### config.mk
export PLATFORM = sky130hd
export DESIGN_NAME = cpa_share_ctrl
export DESIGN_NICKNAME = d
export VERILOG_FILES = /design/src/rtl/cpa_share_pkg.sv /design/src/rtl/rr_arbiter_pick.sv /design/src/rtl/cpa_share_ctrl.sv
export SDC_FILE = /design/constraint.sdc
export NUM_CORES = 1
export LEC_CHECK = 0
export ABC_AREA = 1
export CAP_MARGIN = 20
export CORE_MARGIN = 2
export CORE_UTILIZATION = 41
export CTS_CLUSTER_DIAMETER = 30
export DETAILED_ROUTE_END_ITERATION = 8
export GPL_TIMING_DRIVEN = 0
export PLACE_DENSITY = 0.78
export SETUP_SLACK_MARGIN = 0.3
export SYNTH_ARGS = -nofsm -noshare
export SYNTH_HDL_FRONTEND = slang
export SYNTH_SLANG_ARGS = --single-unit
### constraint.sdc
create_clock -name clk -period 3.1 [get_ports clk]
set_clock_uncertainty 0.2 [all_clocks]
set_input_delay 0.93 -clock clk [delete_from_list [all_inputs] [get_ports clk]]
set_output_delay 0.93 -clock clk [all_outputs]
set_load 0.005 [all_outputs]
### src/rtl/cpa_share_pkg.sv
// Shared types and helpers for the time-shared CPA controller.
// State encoding and the id-width helper used by the top.
package cpa_share_pkg;

  typedef enum logic [2:0] {
    IDLE = 3'd0,
    LO   = 3'd1,
    HI   = 3'd2,
    FIX  = 3'd3,
    RSP  = 3'd4
  } state_t;

  function automatic int clog2(input int n);
    int r;
    r = 0;
    while ((1 << r) < n) r++;
    return r;
  endfunction

  function automatic int id_width(input int n);
    return (clog2(n) < 1) ? 1 : clog2(n);
  endfunction

endpackage

### src/rtl/rr_arbiter_pick.sv
// Combinational round-robin pick: first set req bit at or above ptr,
// wrapping around; returns a one-hot grant and its index.
module rr_arbiter_pick #(
  parameter int N  = 4,
  parameter int IW = 2
) (
  input  logic [N-1:0]  req,
  input  logic [IW-1:0] ptr,
  output logic [N-1:0]  gnt,
  output logic [IW-1:0] idx
);

  logic [IW-1:0] j;

  // Scan from the farthest offset down so the nearest hit wins.
  always_comb begin
    gnt = '0;
    idx = '0;
    j   = '0;
    for (int k = N - 1; k >= 0; k--) begin
      j = IW'((int'(ptr) + k) % N);
      if (req[j]) begin
        gnt    = '0;
        gnt[j] = 1'b1;
        idx    = j;
      end
    end
  end

endmodule

### src/rtl/cpa_share_ctrl.sv
// Shares one W-bit CPA among NUM_REQ requesters; wide adds run as
// low pass, high pass and an optional carry-fix pass.
module cpa_share_ctrl
  import cpa_share_pkg::*;
#(
  parameter  int NUM_REQ = 4,
  parameter  int W       = 16,
  localparam int ID_W    = id_width(NUM_REQ)
) (
  input  logic                   clk,
  input  logic                   rst,
  input  logic [NUM_REQ-1:0]     req_valid,
  output logic [NUM_REQ-1:0]     req_ready,
  input  logic [NUM_REQ-1:0]     req_wide,
  input  logic [NUM_REQ*2*W-1:0] req_a,
  input  logic [NUM_REQ*2*W-1:0] req_b,
  output logic                   rsp_valid,
  input  logic                   rsp_ready,
  output logic [ID_W-1:0]        rsp_id,
  output logic [2*W-1:0]         rsp_sum,
  output logic                   rsp_cout,
  output logic [W-1:0]           cpa_a,
  output logic [W-1:0]           cpa_b,
  input  logic [W-1:0]           cpa_sum,
  input  logic                   cpa_cout,
  output logic                   busy
);

  state_t          state_q, state_d;
  logic [ID_W-1:0] ptr_q, ptr_d;
  logic [ID_W-1:0] id_q, id_d;
  logic            wide_q, wide_d;
  logic [W-1:0]    hi_a_q, hi_a_d;
  logic [W-1:0]    hi_b_q, hi_b_d;
  logic [W-1:0]    sum_lo_q, sum_lo_d;
  logic            c_lo_q, c_lo_d;
  logic            c_hi_q, c_hi_d;
  logic [W-1:0]    cpa_a_q, cpa_a_d;
  logic [W-1:0]    cpa_b_q, cpa_b_d;
  logic [2*W-1:0]  sum_q, sum_d;
  logic            cout_q, cout_d;

  logic [NUM_REQ-1:0] gnt;
  logic [ID_W-1:0]    pick;
  logic [2*W-1:0]     a_sel, b_sel;
  logic               wide_sel;
  logic               any;

  rr_arbiter_pick #(
    .N  (NUM_REQ),
    .IW (ID_W)
  ) u_pick (
    .req (req_valid),
    .ptr (ptr_q),
    .gnt (gnt),
    .idx (pick)
  );

  always_comb begin
    a_sel = '0;
    b_sel = '0;
    for (int i = 0; i < NUM_REQ; i++) begin
      if (gnt[i]) begin
        a_sel = req_a[i*2*W +: 2*W];
        b_sel = req_b[i*2*W +: 2*W];
      end
    end
  end

  assign wide_sel = |(gnt & req_wide);
  assign any      = |gnt;

  // Grants are suppressed while rst is high so no handshake is lost.
  assign req_ready = (state_q == IDLE && !rst) ? gnt : '0;
  assign rsp_valid = (state_q == RSP);
  assign busy      = (state_q != IDLE);
  assign rsp_id    = id_q;
  assign rsp_sum   = sum_q;
  assign rsp_cout  = cout_q;
  assign cpa_a     = cpa_a_q;
  assign cpa_b     = cpa_b_q;

  always_comb begin
    state_d  = state_q;
    ptr_d    = ptr_q;
    id_d     = id_q;
    wide_d   = wide_q;
    hi_a_d   = hi_a_q;
    hi_b_d   = hi_b_q;
    sum_lo_d = sum_lo_q;
    c_lo_d   = c_lo_q;
    c_hi_d   = c_hi_q;
    cpa_a_d  = cpa_a_q;
    cpa_b_d  = cpa_b_q;
    sum_d    = sum_q;
    cout_d   = cout_q;
    unique case (state_q)
      IDLE: begin
        if (any) begin
          id_d    = pick;
          wide_d  = wide_sel;
          hi_a_d  = a_sel[2*W-1:W];
          hi_b_d  = b_sel[2*W-1:W];
          cpa_a_d = a_sel[W-1:0];
          cpa_b_d = b_sel[W-1:0];
          ptr_d   = (pick == ID_W'(NUM_REQ - 1)) ? '0 : pick + ID_W'(1);
          state_d = LO;
        end
      end
      LO: begin
        sum_lo_d = cpa_sum;
        c_lo_d   = cpa_cout;
        if (wide_q) begin
          cpa_a_d = hi_a_q;
          cpa_b_d = hi_b_q;
          state_d = HI;
        end else begin
          sum_d   = {{W{1'b0}}, cpa_sum};
          cout_d  = cpa_cout;
          state_d = RSP;
        end
      end
      HI: begin
        c_hi_d = cpa_cout;
        // Low-half carry is folded in with a +1 pass on the high sum.
        if (c_lo_q) begin
          cpa_a_d = cpa_sum;
          cpa_b_d = W'(1);
          state_d = FIX;
        end else begin
          sum_d   = {cpa_sum, sum_lo_q};
          cout_d  = cpa_cout;
          state_d = RSP;
        end
      end
      FIX: begin
        sum_d   = {cpa_sum, sum_lo_q};
        cout_d  = c_hi_q | cpa_cout;
        state_d = RSP;
      end
      RSP: begin
        if (rsp_ready) state_d = IDLE;
      end
      default: state_d = IDLE;
    endcase
  end

  always_ff @(posedge clk) begin
    if (rst) begin
      state_q  <= IDLE;
      ptr_q    <= '0;
      id_q     <= '0;
      wide_q   <= 1'b0;
      hi_a_q   <= '0;
      hi_b_q   <= '0;
      sum_lo_q <= '0;
      c_lo_q   <= 1'b0;
      c_hi_q   <= 1'b0;
      cpa_a_q  <= '0;
      cpa_b_q  <= '0;
      sum_q    <= '0;
      cout_q   <= 1'b0;
    end else begin
      state_q  <= state_d;
      ptr_q    <= ptr_d;
      id_q     <= id_d;
      wide_q   <= wide_d;
      hi_a_q   <= hi_a_d;
      hi_b_q   <= hi_b_d;
      sum_lo_q <= sum_lo_d;
      c_lo_q   <= c_lo_d;
      c_hi_q   <= c_hi_d;
      cpa_a_q  <= cpa_a_d;
      cpa_b_q  <= cpa_b_d;
      sum_q    <= sum_d;
      cout_q   <= cout_d;
    end
  end

endmodule
# ---- After elaboration in Yosys (flattened, before gate mapping)
# Index checks and enable logic that the tools add are counted.
dict set report word_totals {
  inputBits 284
  register_bits 123
  out_inout_bits 73
  wordCells 107
}
dict set report classes {
  muxes 53
  n_addsub 4
  n_bitwise 2
  reduce_logical 16
  order_cmp 8
  n_eq_ne 11
}
# operator count
set ops {}
lappend ops {{$mux W32} 10}
lappend ops {{$mux W16} 6}
lappend ops {{$pmux W16 S3} 2}
lappend ops {{$pmux W32 S3} 1}
lappend ops {{$mux W4} 5}
lappend ops {{$pmux W3 S5} 1}
lappend ops {{$lt A2 B3 Y1 const B} 4}
lappend ops {{$mux W3} 4}
lappend ops {{$mux W1} 10}
lappend ops {{$mux W2} 5}
lappend ops {{$ne A2 B2 Y1 const B} 5}
lappend ops {{$reduce_bool A3 Y1} 3}
lappend ops {{$bmux W1 S2} 4}
lappend ops {{$demux W1 S2} 4}
lappend ops {{$ge A2 B1 Y1 const B} 4}
lappend ops {{$reduce_or A4 Y1} 2}
lappend ops {{$eq A3 B2 Y1 const B} 2}
lappend ops {{$logic_and A1 B1 Y1} 5}
lappend ops {{$add A2 B1 Y2 const B} 2}
lappend ops {{$add A2 B2 Y2 const B} 2}
lappend ops {{$and A4 B4 Y4} 1}
lappend ops {{$reduce_and A2 Y1} 2}
lappend ops {{$reduce_and A4 Y1} 1}
lappend ops {{$eq A3 B1 Y1 const B} 1}
lappend ops {{8 further kinds} 8}

# ---- Depth between registers and ports, before layout
# Gate-level depths: netlist (run 1).
dict set report depth {
  word_depth 15
  depth_mapped 19
  mapped_depth_nobuf 17
}

# ---- Modules after synthesis
# From an unflattened synthesis (run 1), not the netlist that was laid out.
dict set report hier_totals {
  cells_unflattened 1433
  area_unflattened_um2 8355.5
}
# mod cells_each seq_area_each_um2 n_inst area_per_inst_um2
set by_module_without_submodules {}
lappend by_module_without_submodules {cpa_share_ctrl 1350 2462.4 1 7872.6}
lappend by_module_without_submodules {rr_arbiter_pick 83 0.0 1 483.0}

# ---- Worst setup path after synthesis (run 1)
# OpenSTA, ideal clock, no wires.
dict set report synth_timing {
  kind {in2out}
  start {input port req_valid[2]}
  end {output port req_ready[1]}
  path_slack_ns -0.116
  t_required_ns 1.970
  arrival_ns 2.086
  cell_stages 10
  path_cell_list {inv_1 o21ai_1 nand2_1 nand2_2 inv_2 or2_1 nand2_1 buf_2 buf_2 nor2_1}
}
dict set report synth_between {
  elab_chain_cells 7
}
# element line_no
set synth_lines {}
lappend synth_lines {{start, declared} cpa_share_ctrl.sv:12} ;# input logic [NUM_REQ-1:0] req_valid,
lappend synth_lines {{$bmux W1 S2} rr_arbiter_pick.sv:22} ;# if (req[j]) begin
lappend synth_lines {{$mux W1 (not written as such)} rr_arbiter_pick.sv:22}
lappend synth_lines {{$mux W4 (3 in a row)} rr_arbiter_pick.sv:22}
lappend synth_lines {{$mux W4 *} rr_arbiter_pick.sv:22}
lappend synth_lines {{$mux W4 *} cpa_share_ctrl.sv:74} ;# assign req_ready = (state_q == IDLE && !rst) ? gnt : '0;
lappend synth_lines {{end, declared} cpa_share_ctrl.sv:13} ;# output logic [NUM_REQ-1:0] req_ready,
# Mark *: on every way between the ends. The rest lies on a longest branch, timed or not. The select of a mux whose other input is x is not followed.

# ---- Final worst setup path (run 1)
dict set report layout_timing {
  start {register ptr_q[1]}
  end {output port req_ready[2]}
}
dict set report layout_between {
  elab_chain_cells 10
}
# element line_no
set layout_lines {}
lappend layout_lines {{start, declared} cpa_share_ctrl.sv:30} ;# logic [ID_W-1:0] ptr_q, ptr_d;
lappend layout_lines {{start signal, assigned} cpa_share_ctrl.sv:165} ;# ptr_q <= ptr_d;
lappend layout_lines {{$add A2 B2 Y2} rr_arbiter_pick.sv:21} ;# j = IW'((int'(ptr) + k) % N);
lappend layout_lines {{$lt A2 B3 Y1 (not written as such) / $ge A2 B1 Y1 (equally long branches)} rr_arbiter_pick.sv:24} ;# gnt[j] = 1'b1;
lappend layout_lines {{$logic_and A1 B1 Y1 (not written as such)} rr_arbiter_pick.sv:24}
lappend layout_lines {{$mux W1 (not written as such)} rr_arbiter_pick.sv:24}
lappend layout_lines {{$demux W1 S2} --}
lappend layout_lines {{$mux W4 (3 in a row)} rr_arbiter_pick.sv:22}
lappend layout_lines {{$mux W4 *} rr_arbiter_pick.sv:22}
lappend layout_lines {{$mux W4 *} cpa_share_ctrl.sv:74}
# Marks and branches as above.

==> results.toml, run 1 <==
[floorplan]
io_pins = 357
chipWidth_um = 155
die_area_um2 = 24000
initial_core_util = 0.414
rows = 55
die_h_um = 155
coreArea_um2 = 22500

[run_status]
violations = "negative setup slack"
status = "finished, violations left"

[yosys]
synth_compound_area_frac = 0.127
yosys.area.top_type = "dfxtp_1"
synthAdderAreaFrac = 0.0107
yosys_warnings = 0
yosysTopAreaCellShare = 0.264
synth_top_family_by_area = "simple AND/OR/NAND/NOR gates"
synth_xor_area_frac = 0
synth_nets = 1976
ys_types = 33
synth.ff_latch_count = 123
ys_top_cells_by_area = "dfxtp_1 (26%), nand2_1 (22%), nand3_1 (12%), inv_1 (11%), o21ai_0 (5.4%)"
yosys.area_share.simple = 0.417
seq_area_frac_synth = 0.264
syn_avg_cell_area_um2 = 5.54
synth_area_um2 = 9320
synthCells = 1684
synth.area.mux_share = 0

[place]
gp_congestion = 0.952
dp_hpwl_um = 31100
io_buffers = 356
dp_slack_ns = -1.35
placedInstanceArea_um2 = 13400

[cells_and_area]
final_area_um2 = 14800
num-nets-final = 2398
area_growth_syn_to_layout_pct = 58.4
fin_util = 0.656
diodes = 0
drive_above_1_share = 0.127

[pwr]
peakVddDrop_mv = 0.640
p_leak_nw = 7.41
power_density_nw_per_um2 = 1190

[cts]
cts_hold_buffers = 0
numCtsBuffers = 17
clk_pin_slew_worst_paths_ns = 0.06
cts_tree = "done"
cts_sinks = 123
clockBufferDepth = 2
h-tree-depth = 4
clock-root-buffer = "clkbuf_16"
clock_latency_ns = 0.43

[global_route]
grt-ovfl-total = 0
grt_pass1_wl_um = 61200
grt_max_degree = 17
grt_antenna_before_repair = 1
track_usage = 0.326
grt_pass1_vias = 11700

[sta]
relSlewSlack = 0.582
slew_viol_final = 0
max_slew.worst_pin.slew_ns = 0.627
rsz0062_at_grt = "true"
hold_viol_final = 0
fmax_ghz = 0.288
setup_ws_ns = -0.378
fin_crit_ns = 3.48
period_share = 1.12
setup_viol = 4
setup_tns_ns = -1.33

[setup_path]
worstPathMaxFanout = 5
worstSetupEndpointType = "output port"
cp_data_arrival_time_ns = 2.35
path_class = "reg -> out"
required_ns = 1.97
reg2reg_slack_ns = 0.10
cp-start-kind = "flop"

[detailed_routing]
detail_route.iter0.violations = 1058
viasPerCell = 5.07
via_count = 12200
antenna_left = 0
firstDrtPassIters = 5
drc = 0
wl_per_cell_um = 16.6
drt_wl_total_um = 40000

[flow_run]
max-cap-violations = 0

[min_path]
hold_class = "reg -> reg"
-- layout make-up --
| cell class | count | area [um2] |
|---|---|---|
| well taps | 285 | 357 |
| repair buffers | 403 | 3970 |
| inverters | 284 | 1120 |
| plain buffers | 118 | 797 |
| clock buffers | 17 | 425 |
| flip-flops and latches | 123 | 2470 |
| fillers | 2074 | 7740 |
| multi-input cells | 1159 | 5480 |
| clock inverters | 15 | 141 |
-- logic make-up (layout without fill, tap and decap cells) --
family | after synthesis | after routing
AOI/OAI and AO/OA | 228 | 228
adders and majority gates | 8 | 8
buffers and inverters | 402 | 837
DFF | 123 | 123
and+or+nand+nor | 923 | 923
-- metrics by stage --
step | hold slack (ns) | power (mW) | instances
2_1_floorplan | 0.243 | 10.1 | 1684
3_3_place_gp | 0.252 | 13.6 | 2325
3_5_place_dp | 0.257 | 13.8 | 2325
4_1_cts | 0.267 | 17.1 | 2400
5_1_grt | 0.283 | 19.1 | 2404
6_report | 0.267 | 17.6 | 2404
-- registers in the layout (all words and copies together) (netlist names), 2 cells and up --
name / flops
cpa_a: 16
hi_b_q: 16
cpa_b: 16
rsp_sum: 32
ptr_q: 2
hi_a_q: 16
sum_lo_q: 16
state_q: 3
rsp_id: 2
-- Yosys cell counts (all sizes together) --
cell    count
nand2     546
inv       282
nand3     222
dfxtp     123
nor2      113
o21ai     108
a21oi      99
buf        71
clkbuf     47
or2        35
a31oi      17
ha          8
nand4       3
nor3        3
a211oi      2
clkinv      2
a21boi      1
and3        1
o211ai      1
-- layer usage --
| layer | share of wire | vias up | global-route usage |
|---|---|---|---|
| li1 | - | 6031 | - |
| met4 | 0.038 | 2 | 0.129 |
| met5 | 0.00030 | - | 0 |
| met1 | 0.42 | 5472 | 0.412 |
| met3 | 0.085 | 102 | 0.0569 |
| met2 | 0.46 | 589 | 0.555 |
-- power by group --
group          switching, mW  internal, mW  leakage, nW
Sequential             0.321          2.21         1.02
Combinational           7.71          5.48         6.11
Clock                  0.807          1.11        0.276
-- critical path, cell delays in order (launching register included) --
cell	delay [ns]
dfxtp_4	0.37
clkinvlp_4	0.11
ha_4	0.31
inv_4	0.05
nand3_4	0.06
nand2_4	0.07
buf_6	0.13
buf_6	0.11
a21oi_4	0.14
nand3_4	0.11
nand2_4	0.09
buf_8	0.12
buf_8	0.10
nor2_4	0.02
buf_2	0.12
-- repair_timing --
item | 4_1_cts | 5_1_grt
endpoints found under the setup margin | 76 | 87
resized for setup | 135 | 31
gates cloned | 4 | 0
pin swaps | 29 | 13
buffers inserted | 39 | 4
-- path summary, 6_finish.rpt --
kind / from / end / cells past startpoint
min: hi_a_q[11] / hi_a_q[11] / 2
max: ptr_q[1] / req_ready[2] / 14
min reg2reg: hi_a_q[11] / hi_a_q[11] / 2
max reg2reg: ptr_q[1] / cpa_b[6] / 20
-- cell usage in the layout, fill, tap and decap left out, types with 3 or more instances in the layout --
master,count
clkbuf_8,4
inv_1,270
nand4_1,3
buf_4,48
clkdlybuf4s50_1,346
clkbuf_1,40
inv_6,5
clkbuf_4,3
o21ai_1,6
nor2_1,104
clkbuf_16,17
a31oi_1,17
or2_2,33
buf_8,9
nor2_4,7
ha_1,7
o21ai_0,101
dfxtp_1,120
a21oi_2,7
nand3_4,4
buf_1,5
nand3_2,12
nand2_1,522
nand3_1,206
clkinv_2,3
clkinvlp_4,3
nand2_2,12
nand2_4,11
clkinv_4,5
buf_6,22
a21oi_1,91
buf_2,36
dfxtp_4,3
inv_2,4
No activity file was read; power rests on OpenSTA's default activity.
==> run 2, diff against run 1 <==
--- a/config.mk
+++ b/config.mk
@@ -7,12 +7,11 @@
 export LEC_CHECK = 0
 export ABC_AREA = 1
 export CAP_MARGIN = 20
-export CORE_MARGIN = 2
-export CORE_UTILIZATION = 41
+export CORE_UTILIZATION = 45
 export CTS_CLUSTER_DIAMETER = 30
 export DETAILED_ROUTE_END_ITERATION = 8
 export GPL_TIMING_DRIVEN = 0
-export PLACE_DENSITY = 0.78
+export PLACE_DENSITY = 0.81
 export SETUP_SLACK_MARGIN = 0.3
 export SYNTH_ARGS = -nofsm -noshare
 export SYNTH_HDL_FRONTEND = slang
==> constraint.sdc (replaced) <==
create_clock -name clk -period 3.65 [get_ports clk]
set_clock_uncertainty 0.2 [all_clocks]
set_input_delay 1.095 -clock clk [delete_from_list [all_inputs] [get_ports clk]]
set_output_delay 1.095 -clock clk [all_outputs]
set_load 0.005 [all_outputs]
==> run 2 against run 1 <==
  * The flow still finishes with violations (negative setup slack)
  * Clock power decreased by 17%
  * Core utilization is 5.8 points higher
  * Wire length is 0.52% higher
  * Sequential power fell by 15%
  * Die area down 11%
  * Sequential share of layout area is 0.30 points higher
  * Setup slack better by 0.35 ns
  * Sequential cell count stayed put
  * Global-route usage increased by 4.2 points
  * Count of clock-buffer cells in the layout is 2 higher
  * Critical path type is now in -> out
  * Largest power group unchanged
  * Highest routed layer is now met4
==> results.toml, run 2 (synthesis results as in run 1) <==
[sta]
slew_viol_final = 0
period_share = 1.01
fmax_ghz = 0.272
rsz0062_at_grt = "true"
setup_ws_ns = -0.0275
setup_tns_ns = -0.0332
relSlewSlack = 0.594
max_slew.worst_pin.slew_ns = 0.609
setup_viol = 2
fin_crit_ns = 3.68
whs_ns = 0.264
hold_viol_final = 0

[detailed_routing]
via_count = 12200
drt_wl_total_um = 40200
antenna_left = 0
drc = 0
viasPerCell = 5.15
wl_per_cell_um = 16.9
firstDrtPassIters = 6
detail_route.iter0.violations = 1209

[global_route]
track_usage = 0.369
grt_pass1_vias = 11600
grt_antenna_before_repair = 2
grt_pass1_wl_um = 61300
grt_max_degree = 17
grt-ovfl-total = 0

[min_path]
hold_class = "reg -> reg"
hold_end = "hi_a_q[5]"
worstHoldStart = "hi_a_q[5]"
min_path_cells = 2

[setup_path]
path_class = "in -> out"
cp-start-kind = "primary input"
crit_chain = "buf_8, inv_12, nand2_8, nand3_4, nand2_4, buf_8, nor2_4, nand2_2, nand3_4, nand2_4, buf_8, buf_8, nor2_4, buf_2"
required_ns = 2.35
r2r_start = "ptr_q[0]"
max_stage_delay_ns = 0.15
path_buf_inv = 6
worstReg2RegEnd = "cpa_a[13]"
reg2reg_slack_ns = 0.37
worst_path_most_repeated_cell = "buf_8"
worstSetupEndpointType = "output port"
r2r.worst_path.cells = 21
cpMaxStageDelayCell = "buf_8"
cp_data_arrival_time_ns = 2.38
cp_top_family = "buffers and inverters"
cp.depth = 14
worstPathMaxFanout = 5

[cts]
clock-root-buffer = "clkbuf_16"
numCtsBuffers = 17
cts_hold_buffers = 0
cts_tree = "done"
clk_pin_slew_worst_paths_ns = 0.06
clockBufferDepth = 2
h-tree-depth = 4
cts_sinks = 123
clock_latency_ns = 0.43

[cells_and_area]
drive_above_1_share = 0.118
largest_register_ffs = 32
fin_cells = 2379
layout_commonest_cell = "nand2_1"
fill_cells = 1818
final_area_um2 = 14500
num-nets-final = 2386
area_growth_syn_to_layout_pct = 55.4
final_cell_mix = "nand2_1 (522), clkdlybuf4s50_1 (347), inv_1 (270), nand3_1 (212), dfxtp_1 (120)"

[run_status]
violations = "negative setup slack"
status = "finished, violations left"

[floorplan]
chipWidth_um = 146
io_pins = 357
die_h_um = 146
initial_core_util = 0.459
coreArea_um2 = 20300
rows = 52
die_area_um2 = 21300

[place]
place_inst = 2310
gp_congestion = 0.974
io_buffers = 356
placedInstanceArea_um2 = 13300
dp_hpwl_um = 31000

[pwr]
power_density_nw_per_um2 = 991
total_power_mw = 14.4
peakVddDrop_mv = 0.592
p_leak_nw = 7.25

[flow_run]
max-cap-violations = 0
==> run 2: cell count changes in the layout (fill, tap and decap cells not counted), sizes merged, moves of 2 or more <==
cell    change
buf         -7
bufbuf      -2
diode       +2
inv         -3
==> run 2: worst register-to-register path, stage by stage, from the launching register on <==
cell,delay [ns]
dfxtp_4,0.35
buf_8,0.11
inv_12,0.05
ha_4,0.31
inv_2,0.07
nand3_4,0.07
nand2_4,0.08
buf_8,0.15
a21oi_4,0.12
nand3_2,0.11
buf_4,0.15
buf_4,0.12
buf_4,0.13
buf_2,0.21
buf_2,0.23
nand3_1,0.09
nand2_1,0.05
inv_1,0.05
nand2_1,0.10
a21oi_1,0.27
nor2_1,0.09
nor2_1,0.09
==> run 2: final cells by class <==
cell class	count	area, um2	area share
diodes	2	5.00	0.000345
repair buffers	391	3840	0.265
plain buffers	118	684	0.0472
well taps	270	338	0.0233
inverters	284	1120	0.0771
clock inverters	13	123	0.00846
clock buffers	19	433	0.0299
flip-flops and latches	123	2470	0.171
multi-input cells	1159	5480	0.378
==> run 2: how the worst max path moves through the flow <==
stage / from / end
final: req_valid[1] / req_ready[2]
after global routing: ptr_q[0] / req_ready[1]
after CTS: req_valid[2] / req_ready[1]
after detailed placement: req_valid[1] / req_ready[2]
after global placement: req_valid[1] / req_ready[2]
after floorplan: req_valid[2] / req_ready[1]
==> run 2: report_power, final <==
group          total (mW)  internal [mW]  switching, mW
clock network        1.59          0.939          0.649
registers            2.16           1.87          0.291
logic                10.6           4.11           6.50
==> run 2: layer usage <==
layer  global-route usage  share of wire  wire, um  vias to the layer above
li1                     -              -         -                     5999
met2                0.615           0.46     18600                      715
met3               0.0683          0.090      3600                      107
met5                    0              0         0                        -
met4                0.172          0.043      1740                        0
met1                0.458           0.40     16200                     5422
==> run 2: metrics by stage <==
stage                     setup slack (ns)   util
after global routing               -0.0681  0.714
after global placement               -1.14  0.656
final                              -0.0275  0.714
after CTS                           0.0198  0.707
after floorplan                      0.266      -
after detailed placement             -1.14  0.656
==> run 2: timing repair <==
action,CTS,global route
endpoints found under the setup margin,67,6
pin swaps,22,17
gates cloned,1,0
resized for setup,115,21
buffers inserted,29,5
